### src/rtl/mips_pkg.sv
// Shared front-end constants, fetch state encoding and queue entry layout
// used by the instruction-fetch queue.
package mips_pkg;
  localparam int PC_W    = 11;
  localparam int INSTR_W = 32;
  localparam int DEPTH   = 4;
  localparam int CODE_W  = 6;
  localparam int CNT_W   = $clog2(DEPTH) + 1;
  localparam int OP_HI   = INSTR_W - 1;
  localparam int OP_LO   = INSTR_W - CODE_W;

  localparam logic [CODE_W-1:0] HALT_CODE = 6'h3F;
  localparam logic [PC_W-1:0]   RESET_PC  = '0;

  typedef enum logic {
    FETCH  = 1'b0,
    HALTED = 1'b1
  } fetch_state_e;

  typedef struct packed {
    logic [PC_W-1:0]    pc;
    logic [INSTR_W-1:0] instr;
  } fq_entry_t;

  function automatic logic [CODE_W-1:0] opcode_of(input logic [INSTR_W-1:0] instr);
    return instr[OP_HI:OP_LO];
  endfunction
endpackage

### src/rtl/if_fetch_queue_if.sv
// Fetch-queue bus: IM address/data, branch redirect, and the decode-side
// valid/ready handshake with status.
interface if_fetch_queue_if;
  import mips_pkg::*;

  logic [PC_W-1:0]    im_pc;
  logic [INSTR_W-1:0] im_instr;
  logic               redir_valid;
  logic [PC_W-1:0]    redir_pc;
  logic               out_ready;
  logic               out_valid;
  logic [INSTR_W-1:0] out_instr;
  logic [PC_W-1:0]    out_pc;
  logic [CNT_W-1:0]   occupancy;
  logic               halted;

  // Environment side: instruction memory, control unit and decode.
  modport master (
    input  im_pc, out_valid, out_instr, out_pc, occupancy, halted,
    output im_instr, redir_valid, redir_pc, out_ready
  );

  modport slave (
    input  im_instr, redir_valid, redir_pc, out_ready,
    output im_pc, out_valid, out_instr, out_pc, occupancy, halted
  );
endinterface

### src/rtl/fetch_fifo.sv
// Synchronous FIFO holding fetched {pc, instr} entries; flush empties it
// in one cycle and takes priority over push.
module fetch_fifo #(
  parameter int DEPTH_P = 4,
  parameter int WIDTH_P = 8
) (
  input  logic                       clk,
  input  logic                       rst,
  input  logic                       push_i,
  input  logic                       pop_i,
  input  logic                       flush_i,
  input  logic [WIDTH_P-1:0]         wdata_i,
  output logic [WIDTH_P-1:0]         rdata_o,
  output logic                       full_o,
  output logic                       empty_o,
  output logic [$clog2(DEPTH_P):0]   count_o
);
  localparam int PTR_W = $clog2(DEPTH_P);

  logic [WIDTH_P-1:0] mem_q [DEPTH_P];
  logic [PTR_W-1:0]   wr_ptr_q, wr_ptr_d;
  logic [PTR_W-1:0]   rd_ptr_q, rd_ptr_d;
  logic [PTR_W:0]     count_q, count_d;
  logic               do_push, do_pop;

  assign full_o  = (count_q == (PTR_W+1)'(DEPTH_P));
  assign empty_o = (count_q == '0);
  assign count_o = count_q;
  assign rdata_o = empty_o ? '0 : mem_q[rd_ptr_q];

  // A full FIFO still accepts a push when the head leaves in the same cycle.
  assign do_push = push_i & ~flush_i & (~full_o | pop_i);
  assign do_pop  = pop_i & ~empty_o;

  always_comb begin
    wr_ptr_d = wr_ptr_q;
    rd_ptr_d = rd_ptr_q;
    count_d  = count_q;
    if (flush_i) begin
      wr_ptr_d = '0;
      rd_ptr_d = '0;
      count_d  = '0;
    end else begin
      if (do_push) wr_ptr_d = wr_ptr_q + PTR_W'(1);
      if (do_pop)  rd_ptr_d = rd_ptr_q + PTR_W'(1);
      if (do_push && !do_pop)      count_d = count_q + 1'b1;
      else if (do_pop && !do_push) count_d = count_q - 1'b1;
    end
  end

  always_ff @(posedge clk or posedge rst) begin
    if (rst) begin
      wr_ptr_q <= '0;
      rd_ptr_q <= '0;
      count_q  <= '0;
    end else begin
      wr_ptr_q <= wr_ptr_d;
      rd_ptr_q <= rd_ptr_d;
      count_q  <= count_d;
    end
  end

  always_ff @(posedge clk) begin
    if (do_push) mem_q[wr_ptr_q] <= wdata_i;
  end
endmodule

### src/rtl/if_fetch_queue.sv
// Instruction-fetch front end: owns the fetch PC, drives the IM address,
// queues fetched words and presents them to decode under valid/ready.
module if_fetch_queue
  import mips_pkg::*;
(
  input  logic          clk,
  input  logic          rst,
  if_fetch_queue_if.slave bus
);
  fetch_state_e    state_q, state_d;
  logic [PC_W-1:0] pc_q, pc_d;

  fq_entry_t        wr_entry, rd_entry;
  logic             fifo_full, fifo_empty;
  logic [CNT_W-1:0] fifo_count;
  logic             pop, push;

  assign wr_entry = {pc_q, bus.im_instr};

  assign pop  = bus.out_valid & bus.out_ready;
  // Redirect wins over push: the word at the old PC is on the wrong path.
  assign push = (state_q == FETCH) & ~bus.redir_valid & (~fifo_full | pop);

  fetch_fifo #(
    .DEPTH_P (DEPTH),
    .WIDTH_P ($bits(fq_entry_t))
  ) u_fifo (
    .clk     (clk),
    .rst     (rst),
    .push_i  (push),
    .pop_i   (pop),
    .flush_i (bus.redir_valid),
    .wdata_i (wr_entry),
    .rdata_o (rd_entry),
    .full_o  (fifo_full),
    .empty_o (fifo_empty),
    .count_o (fifo_count)
  );

  always_comb begin
    state_d = state_q;
    pc_d    = pc_q;
    if (bus.redir_valid) begin
      state_d = FETCH;
      pc_d    = bus.redir_pc;
    end else if (push) begin
      pc_d = pc_q + PC_W'(1);
      if (opcode_of(bus.im_instr) == HALT_CODE) state_d = HALTED;
    end
  end

  always_ff @(posedge clk or posedge rst) begin
    if (rst) begin
      state_q <= FETCH;
      pc_q    <= RESET_PC;
    end else begin
      state_q <= state_d;
      pc_q    <= pc_d;
    end
  end

  assign bus.im_pc     = pc_q;
  assign bus.out_valid = ~fifo_empty;
  assign bus.out_instr = rd_entry.instr;
  assign bus.out_pc    = rd_entry.pc;
  assign bus.occupancy = fifo_count;
  assign bus.halted    = (state_q == HALTED);
endmodule

### src/flat_wrapper.sv
// flat-port wrapper written by rule: the top's interface ports become plain ports
module if_fetch_queue_flat import mips_pkg::*;
  (clk, rst, bus_im_instr, bus_redir_valid, bus_redir_pc, bus_out_ready, bus_im_pc, bus_out_valid, bus_out_instr, bus_out_pc, bus_occupancy, bus_halted);
  if_fetch_queue_if bus_i ();
  input  logic clk;
  input  logic rst;
  input wire logic [$bits(bus_i.im_instr)-1:0] bus_im_instr;
  input wire logic [$bits(bus_i.redir_valid)-1:0] bus_redir_valid;
  input wire logic [$bits(bus_i.redir_pc)-1:0] bus_redir_pc;
  input wire logic [$bits(bus_i.out_ready)-1:0] bus_out_ready;
  output wire logic [$bits(bus_i.im_pc)-1:0] bus_im_pc;
  output wire logic [$bits(bus_i.out_valid)-1:0] bus_out_valid;
  output wire logic [$bits(bus_i.out_instr)-1:0] bus_out_instr;
  output wire logic [$bits(bus_i.out_pc)-1:0] bus_out_pc;
  output wire logic [$bits(bus_i.occupancy)-1:0] bus_occupancy;
  output wire logic [$bits(bus_i.halted)-1:0] bus_halted;
  assign bus_i.im_instr = bus_im_instr;
  assign bus_i.redir_valid = bus_redir_valid;
  assign bus_i.redir_pc = bus_redir_pc;
  assign bus_i.out_ready = bus_out_ready;
  assign bus_im_pc = bus_i.im_pc;
  assign bus_out_valid = bus_i.out_valid;
  assign bus_out_instr = bus_i.out_instr;
  assign bus_out_pc = bus_i.out_pc;
  assign bus_occupancy = bus_i.occupancy;
  assign bus_halted = bus_i.halted;
  if_fetch_queue u_core (.clk(clk), .rst(rst), .bus(bus_i));
endmodule
### config.mk
export PLATFORM = sky130hd
export DESIGN_NAME = if_fetch_queue_flat
export DESIGN_NICKNAME = d
export VERILOG_FILES = /design/src/rtl/mips_pkg.sv /design/src/rtl/if_fetch_queue_if.sv /design/src/rtl/fetch_fifo.sv /design/src/rtl/if_fetch_queue.sv /design/src/flat_wrapper.sv
export SDC_FILE = /design/constraint.sdc
export NUM_CORES = 1
export LEC_CHECK = 0
export ABC_CLOCK_PERIOD_IN_PS = 4700
export BUFFER_PORTS_ARGS = -buffer_cell sky130_fd_sc_hd__buf_4
export CORE_UTILIZATION = 62
export CTS_CLUSTER_SIZE = 10
export DETAILED_ROUTE_END_ITERATION = 10
export MAX_ROUTING_LAYER = met4
export PLACE_DENSITY = 0.85
export SLEW_MARGIN = 20
export SYNTH_ARGS = -nofsm -noshare
export SYNTH_HDL_FRONTEND = slang
export SYNTH_HIERARCHICAL = 1
export SYNTH_SLANG_ARGS = --single-unit
### constraint.sdc
create_clock -name clk -period 4.7 [get_ports clk]
set_input_delay 0.94 -clock clk [delete_from_list [all_inputs] [get_ports clk]]
set_output_delay 0.94 -clock clk [all_outputs]
set_load 0.05 [all_outputs]
==> flow_summary.json, run 1 <==
{
  "finalSetupTns_ns": 0,
  "path_class": "flip-flop to flip-flop",
  "outcome": "completed",
  "fillers": 698,
  "cts-root-buf": "clkbuf_16",
  "synth_top_area_share": 0.654,
  "min_period_ns": 3.58,
  "dp_cells": 677,
  "synth_area_mm2": 0.00790,
  "first_pass_iters": 5,
  "start_util": 0.647,
  "postCtsSetupBuffers": 0,
  "wire_per_inst_um": 21.9,
  "synth_top_area_cell": "edfxtp_1",
  "grt_pass1_wl_um": 23600,
  "synthFlopType": "edfxtp_1",
  "drive_above_1_share": 0.390,
  "clock.fmax_mhz": 279,
  "cts_resized": 0,
  "grt_pass1_vias": 4274,
  "hpwl_um": 9680,
  "rsz0062_at_grt": "no",
  "ys_seq_area_frac": 0.714,
  "num_rows": 40,
  "cts_max_level": 4,
  "synth-seq-cells": 191,
  "area_delta_synth_final_pct": 19.6,
  "tightest_slew_ns": 1.07,
  "max_slew_margin": 0.284,
  "gr-total-overflow": 0,
  "hold_class": "primary input to async pin",
  "viasPerCell": 5.90,
  "worstSetupStartpointType": "flip-flop",
  "cellPowerDensity_mw_per_mm2": 646,
  "antenna_found_initial": 0,
  "ys_async_sr_fraction": 0.0995,
  "fp.dieH_um": 115,
  "numCtsBuffers": 17,
  "clk_latency_ns": 0.43,
  "setup_viol": 0,
  "cap_violations": 0,
  "cp-end-kind": "flip-flop",
  "ioPinCount": 106,
  "diodes": 0,
  "fin_crit_sh": 0.763,
  "vias": 4185,
  "yosysMostFrequentCell": "edfxtp_1",
  "grt_use_total": 0.264,
  "grt_max_degree": 46,
  "clock_skew_ns": 0.0102,
  "ant_nets": 0,
  "drt_iter0_markers": 295,
  "syn_area_per_cell_um2": 18.9,
  "yosysWarnings": 6,
  "hold_buffers": 0,
  "routed_wirelength_um": 15600,
  "synthCells": 418,
  "synth_nets": 471,
  "fin_nets": 581,
  "synth_common_cells": "edfxtp_1, nor2b_1, mux4_2",
  "finalHoldViolations": 0,
  "p_leak_uw": 0.00331,
  "die_x_um": 115,
  "cts_tree": "yes",
  "irDropWorstVdd_uv": 420,
  "die-area_mm2": 0.0132,
  "report.final.slew_viol_count": 0,
  "crit_arrival_ns": 3.71,
  "fin_cells": 709,
  "worstPathRequired_ns": 4.82,
  "ys_top_cells_by_area": "edfxtp_1, mux4_2, dfrtp_1, nor2b_1, a2111oi_4",
  "numPortBuffers": 105,
  "coreArea_mm2": 0.0122,
  "yosysUniqueCellTypes": 52,
  "clk_pin_slew_worst_paths_ns": 0.07,
  "clock_tree.buffer_depth": 2,
  "synth_edf_count": 172,
  "worstPathMaxFanout": 22,
  "drcViolationCount": 0,
  "cts.sinks": 191,
  "gp_congestion": 0.823
}
==> worst max-delay path: stages, from the launching register on <==
cell and delay, ns:
dfrtp_1 0.56, or3b_1 0.24, inv_1 0.24, a21oi_2 0.28, nor2b_1 0.50, nor2b_1 0.33
o21a_4 0.22, and2_2 0.56, buf_4 0.33
==> stage by stage <==
stage / setup WS (ns) / area (um^2) / hold WS, ns / utilization / power [uW]
6_report: 1.12 / 9450 / 0.479 / 0.774 / 6110
5_1_grt: 0.912 / 9450 / 0.478 / 0.774 / 6330
4_1_cts: 1.13 / 9450 / 0.462 / 0.774 / 6150
3_5_place_dp: 1.08 / 8840 / 0.551 / 0.724 / 4720
3_3_place_gp: 1.22 / 8840 / 0.531 / 0.724 / 4650
2_1_floorplan: 1.26 / 7900 / 0.504 / - / 4030
==> report_power, final <==
group | switching, uW | internal, uW
logic | 1610 | 812
registers | 214 | 2050
clock network | 620 | 802
total | 2440 | 3670
==> flip-flops by register name, indices dropped and copies added, names as in the netlist <==
name	flops
u_core/bus.halted	1
u_core/bus.im_pc	11
u_core/u_fifo/count_o	3
u_core/u_fifo/mem_q	172
u_core/u_fifo/rd_ptr_q	2
u_core/u_fifo/wr_ptr_q	2
==> per-layer routing <==
metal | global-route usage | wire [um] | part of all wire | vias up
met5 | - | 0 | 0 | -
met4 | 0.0952 | 257 | 0.017 | 0
met3 | 0.0648 | 997 | 0.064 | 20
met2 | 0.424 | 8390 | 0.54 | 196
met1 | 0.332 | 5900 | 0.38 | 2116
li1 | - | - | - | 1853
==> cell type report <==
class | instances | area [um^2] | share of cell area
Tap cell | 168 | 210 | 0.0222
Inverter | 12 | 45.0 | 0.00477
Clock inverter | 11 | 124 | 0.0131
Sequential cell | 191 | 5650 | 0.598
Clock buffer | 21 | 480 | 0.0509
Timing Repair Buffer | 114 | 856 | 0.0906
Multi-Input combinational cell | 192 | 2090 | 0.221
==> kinds of logic (layout without fill, tap and decap cells) <==
group / Yosys count / in the layout / share of synthesized area
compound gates: 32 / 32 / 0.0366
xor+xnor: 12 / 12 / 0.0133
fa+ha+maj: 6 / 6 / 0.0105
buf+inv: 35 / 158 / 0.0226
flops: 191 / 191 / 0.714
mux: 49 / 49 / 0.131
simple gates: 93 / 93 / 0.0719
==> final timing paths <==
| path | endpoint | start | slack, ns | cells after the start |
|---|---|---|---|---|
| min reg2reg | u_core/u_fifo/wr_ptr_q[0] | u_core/u_fifo/wr_ptr_q[0] | 0.56 | 1 |
| min in group clk | u_core/u_fifo/wr_ptr_q[0] | u_core/u_fifo/wr_ptr_q[0] | 0.56 | 1 |
| max in group asynchronous | u_core/bus.im_pc[8] | rst | 3.86 | 2 |
| min | u_core/u_fifo/count_o[0] | rst | 0.48 | 2 |
| max | u_core/u_fifo/mem_q[0][36] | u_core/u_fifo/count_o[1] | 1.12 | 8 |
| max reg2reg | u_core/u_fifo/mem_q[0][36] | u_core/u_fifo/count_o[1] | 1.12 | 8 |
==> cells in the final DEF (no fill, tap or decap), types with 5 or more instances in the layout <==
master | Yosys | final
nand2_1 | 14 | 14
mux4_2 | 43 | 43
dfrtp_1 | 19 | 17
edfxtp_1 | 172 | 172
inv_1 | 12 | 12
nand3_1 | 5 | 5
o21ai_1 | 5 | 5
xor2_1 | 5 | 5
ha_1 | 5 | 5
clkbuf_16 | 0 | 17
nor2_1 | 8 | 8
buf_4 | 5 | 114
nor2b_1 | 45 | 45
xnor2_1 | 7 | 7
Power figures use the tool's default switching activity.
==> run 2: changes to the inputs <==
--- a/config.mk
+++ b/config.mk
@@ -5,13 +5,13 @@
 export SDC_FILE = /design/constraint.sdc
 export NUM_CORES = 1
 export LEC_CHECK = 0
-export ABC_CLOCK_PERIOD_IN_PS = 4700
+export ABC_CLOCK_PERIOD_IN_PS = 3700
 export BUFFER_PORTS_ARGS = -buffer_cell sky130_fd_sc_hd__buf_4
-export CORE_UTILIZATION = 62
+export CORE_UTILIZATION = 57
 export CTS_CLUSTER_SIZE = 10
 export DETAILED_ROUTE_END_ITERATION = 10
 export MAX_ROUTING_LAYER = met4
-export PLACE_DENSITY = 0.85
+export PLACE_DENSITY = 0.79
 export SLEW_MARGIN = 20
 export SYNTH_ARGS = -nofsm -noshare
 export SYNTH_HDL_FRONTEND = slang
==> constraint.sdc (replaced) <==
create_clock -name clk -period 3.7 [get_ports clk]
set_input_delay 0.74 -clock clk [delete_from_list [all_inputs] [get_ports clk]]
set_output_delay 0.74 -clock clk [all_outputs]
set_load 0.05 [all_outputs]
==> flow_summary.json, run 2 (synthesis gave the netlist of run 1 again) <==
{
  "p_leak_uw": 0.00331,
  "viasPerCell": 5.68,
  "start_util": 0.590,
  "drcViolationCount": 0,
  "cts_max_level": 4,
  "cts_resized": 0,
  "hold_buffers": 0,
  "path_class": "flip-flop to flip-flop",
  "irDropWorstVdd_uv": 520,
  "worstPathMaxFanout": 32,
  "diodes": 0,
  "finalHoldViolations": 0,
  "met3_length_um": 687,
  "clock.fmax_mhz": 321,
  "grt_use_total": 0.229,
  "min_period_ns": 3.11,
  "postCtsSetupBuffers": 0,
  "die_x_um": 120,
  "cp_slowest_cell": "dfrtp_1",
  "max_slew_margin": 0.544,
  "report.final.slew_viol_count": 0,
  "hold_class": "primary input to async pin",
  "largest_register": "u_core/u_fifo/mem_q",
  "fin_nets": 582,
  "ioPinCount": 106,
  "grt_max_degree": 45,
  "cts.sinks": 191,
  "fp.dieH_um": 120,
  "drt_iter0_markers": 375,
  "wire_per_inst_um": 20.5,
  "crit_buf_inv": 1,
  "grt_pass1_wl_um": 23100,
  "routed_wirelength_um": 14700,
  "crit_arrival_ns": 3.22,
  "wl_met1_um": 6320,
  "die-area_mm2": 0.0143,
  "cp-end-kind": "flip-flop",
  "rsz0062_at_grt": "no",
  "clk_pin_slew_worst_paths_ns": 0.07,
  "final_common_cell": "edfxtp_1",
  "coreArea_mm2": 0.0134,
  "clock_tree.buffer_depth": 2,
  "tightest_slew_ns": 0.683,
  "path_delay_family": "simple AND/OR/NAND/NOR gates",
  "largest_register_ffs": 172,
  "final_cell_mix": "edfxtp_1, buf_4, nor2b_1",
  "met2WireLength_um": 7480,
  "postPlaceCellArea_mm2": 0.00891,
  "clk_latency_ns": 0.43,
  "gp_congestion": 0.829,
  "fin_area_mm2": 0.00947,
  "cpPeakStageDelay_ns": 0.56,
  "num_rows": 42,
  "fin_crit_sh": 0.841,
  "numCtsBuffers": 17,
  "ant_nets": 0,
  "area_delta_synth_final_pct": 19.8,
  "worstSetupStartpointType": "flip-flop",
  "cts_tree": "yes",
  "power_uw": 7640,
  "finalSetupTns_ns": 0,
  "gr-total-overflow": 0,
  "cts-root-buf": "clkbuf_16",
  "dr.max_layer_used": "met4",
  "numPortBuffers": 105,
  "dp_cells": 686,
  "antenna_found_initial": 0,
  "r2r_slack_ns": 0.59,
  "grt_pass1_vias": 4208,
  "path_common_cell": "nor2b_1",
  "fin_cells": 718,
  "cellPowerDensity_mw_per_mm2": 807,
  "worstPathRequired_ns": 3.81,
  "vias": 4078,
  "worstPathCellList": "nor3_4 -> nand2b_4 -> a21oi_2 -> nor2b_1 -> nor2b_1 -> o21a_4 -> and2_2 -> buf_12",
  "clock_skew_ns": 0.0136,
  "outcome": "completed",
  "cap_violations": 0,
  "first_pass_iters": 4,
  "setup_viol": 0,
  "drive_above_1_share": 0.387,
  "hpwl_um": 9260
}
-- run 2: changes by cell type in the layout (fill, tap and decap cells not counted), sizes merged --
cell    change
buf         +1
bufinv      -1
clkbuf      +3
clkinv      +1
inv         -3
-- run 2: cell type report --
cell class	instances	area [um^2]
clock inverters	8	55.1
repair buffers	115	913
flip-flops and latches	191	5650
multi-input cells	192	2090
inverters	12	45.0
fillers	821	3930
clock buffers	24	502
well taps	176	220
-- run 2: stage by stage --
stage / util / setup WS (ns) / hold WS (ns)
5_1_grt: 0.707 / 0.366 / 0.262
6_report: 0.707 / 0.588 / 0.254
3_3_place_gp: 0.665 / 0.618 / 0.536
2_1_floorplan: - / 0.256 / 0.504
3_5_place_dp: 0.665 / 0.485 / 0.562
4_1_cts: 0.707 / 0.569 / 0.250
-- run 2: worst paths after layout --
path,start,to,depth (start not counted)
worst max-delay path,u_core/u_fifo/count_o[0],u_core/u_fifo/mem_q[1][16],8
worst min-delay path,rst,u_core/u_fifo/count_o[0],2
worst max register to register,u_core/u_fifo/count_o[0],u_core/u_fifo/mem_q[1][16],8
worst min register to register,u_core/u_fifo/wr_ptr_q[0],u_core/u_fifo/wr_ptr_q[0],1
max in group asynchronous,rst,u_core/bus.halted,2
min in group clk,bus_im_instr[1],u_core/u_fifo/mem_q[2][1],1
-- run 2: per-layer routing --
| metal | up-vias | global-route usage |
|---|---|---|
| met4 | 0 | 0.0695 |
| met3 | 14 | 0.0547 |
| li1 | 1850 | - |
| met5 | - | - |
| met2 | 133 | 0.366 |
| met1 | 2081 | 0.295 |
-- run 2: power breakdown --
part,total (uW),internal [uW],switching [uW]
Clock,1690,949,738
Sequential,2810,2610,205
Combinational,3140,1050,2090
Total,7640,4610,3040
==> run 3: changes to the inputs <==
--- a/config.mk
+++ b/config.mk
@@ -5,7 +5,7 @@
 export SDC_FILE = /design/constraint.sdc
 export NUM_CORES = 1
 export LEC_CHECK = 0
-export ABC_CLOCK_PERIOD_IN_PS = 3700
+export ABC_CLOCK_PERIOD_IN_PS = 3200
 export BUFFER_PORTS_ARGS = -buffer_cell sky130_fd_sc_hd__buf_4
 export CORE_UTILIZATION = 57
 export CTS_CLUSTER_SIZE = 10
==> constraint.sdc (replaced) <==
create_clock -name clk -period 3.2 [get_ports clk]
set_input_delay 0.64 -clock clk [delete_from_list [all_inputs] [get_ports clk]]
set_output_delay 0.64 -clock clk [all_outputs]
set_load 0.05 [all_outputs]
==> flow_summary.json, run 3 (synthesis gave the netlist of run 1 again) <==
{
  "outcome": "completed",
  "finalHoldViolations": 0,
  "fin_cells": 714,
  "report.final.slew_viol_count": 0,
  "tightest_slew_ns": 0.676,
  "clk_pin_slew_worst_paths_ns": 0.07,
  "rsz0062_at_grt": "no",
  "grt_pass1_vias": 4214,
  "fin_crit_sh": 0.907,
  "routed_wirelength_um": 14800,
  "max_slew_margin": 0.549,
  "clock_tree.buffer_depth": 2,
  "hpwl_um": 9230,
  "viasPerCell": 5.73,
  "first_pass_iters": 4,
  "diodes": 0,
  "grt_use_total": 0.230,
  "gr-total-overflow": 0,
  "die-area_mm2": 0.0143,
  "cts-root-buf": "clkbuf_16",
  "worstPathMaxFanout": 24,
  "setup.worst_path.start": "u_core/u_fifo/rd_ptr_q[0]",
  "die_x_um": 120,
  "largest_register": "u_core/u_fifo/mem_q",
  "hold_class": "primary input to async pin",
  "postPlaceCellArea_mm2": 0.00886,
  "crit_arrival_ns": 2.26,
  "irDropWorstVdd_uv": 817,
  "final_common_cell": "edfxtp_1",
  "fp.dieH_um": 120,
  "fillers": 862,
  "fin_area_mm2": 0.00947,
  "ioPinCount": 106,
  "power_uw": 9040,
  "fin_nets": 578,
  "worstSetupStartpointType": "flip-flop",
  "grt_pass1_wl_um": 23100,
  "dp_cells": 682,
  "min_period_ns": 2.90,
  "drt_iter0_markers": 369,
  "ant_nets": 0,
  "hold_buffers": 0,
  "reg2reg_depth": 7,
  "drive_above_1_share": 0.381,
  "cts.sinks": 191,
  "start_util": 0.590,
  "cts_resized": 0,
  "hold_slack_ns": 0.169,
  "largest_register_ffs": 172,
  "num_rows": 42,
  "cts_tree": "yes",
  "cpPeakStageDelay_ns": 0.63,
  "worstPathCellList": "buf_12 -> mux4_2 -> nor2b_1 -> buf_4",
  "cp_slowest_cell": "dfrtp_4",
  "wire_per_inst_um": 20.7,
  "cp-end-kind": "output port",
  "cellPowerDensity_mw_per_mm2": 955,
  "final_cell_mix": "edfxtp_1, buf_4, nor2b_1",
  "drcViolationCount": 0,
  "setup_viol": 0,
  "postCtsSetupBuffers": 0,
  "p_leak_uw": 0.00330,
  "coreArea_mm2": 0.0134,
  "numCtsBuffers": 17,
  "clock.fmax_mhz": 345,
  "r2r_slack_ns": 0.46,
  "r2r-end": "u_core/u_fifo/mem_q[2][40]",
  "area_delta_synth_final_pct": 19.8,
  "gp_congestion": 0.802,
  "cap_violations": 0,
  "cts_max_level": 4,
  "grt_max_degree": 45,
  "vias": 4091,
  "path_class": "flip-flop to output port",
  "crit_end": "bus_out_instr[8]",
  "r2r-start": "u_core/u_fifo/count_o[2]",
  "clk_latency_ns": 0.42,
  "antenna_found_initial": 0,
  "numPortBuffers": 105,
  "clock_skew_ns": 0.00694,
  "worstPathRequired_ns": 2.56
}
==> run 3: layer usage <==
metal | track usage | wire length [um] | share of wire
met1 | 0.291 | 6130 | 0.41
met2 | 0.372 | 7760 | 0.52
met3 | 0.0480 | 637 | 0.043
met4 | 0.0844 | 257 | 0.017
met5 | - | 0 | 0
==> run 3: report_power, final <==
group | leakage, uW | switching (uW) | internal, uW
Sequential | 0.00179 | 231 | 3020
Clock | 0.000289 | 841 | 1300
Combinational | 0.00121 | 2430 | 1210
Total | 0.00330 | 3510 | 5530
==> run 3: worst min-delay path by stage <==
stage	endpoint	slack (ns)	cells after the start
3_3_place_gp	u_core/u_fifo/wr_ptr_q[0]	0.52	1
6_report	u_core/u_fifo/count_o[2]	0.17	2
5_1_grt	u_core/u_fifo/count_o[2]	0.18	2
2_1_floorplan	u_core/u_fifo/count_o[2]	0.44	1
4_1_cts	u_core/u_fifo/count_o[2]	0.17	2
3_5_place_dp	u_core/u_fifo/wr_ptr_q[0]	0.53	1
==> run 3: through the flow <==
stage / utilization / setup slack, ns / setup TNS [ns]
finish: 0.706 / 0.298 / 0
global placement: 0.661 / 0.156 / 0
floorplan: - / -0.184 / -31.66
global route: 0.706 / 0.178 / 0
CTS: 0.706 / 0.103 / 0
detailed placement: 0.661 / 0.110 / 0
==> run 3: critical path: cells and delay by family (launching register included) <==
family / cells / cell delay [ns]
mux: 1 / 0.54
flops: 1 / 0.63
simple gates: 1 / 0.16
buf+inv: 2 / 0.50
==> run 3: area by class of cell <==
| type | count | area (um^2) | share of cell area |
|---|---|---|---|
| clock buffers | 20 | 437 | 0.0461 |
| clock inverters | 12 | 166 | 0.0176 |
| inverters | 12 | 45.0 | 0.00476 |
| multi-input cells | 192 | 2090 | 0.221 |
| flip-flops and latches | 191 | 5650 | 0.597 |
| well taps | 176 | 220 | 0.0233 |
| repair buffers | 111 | 858 | 0.0907 |
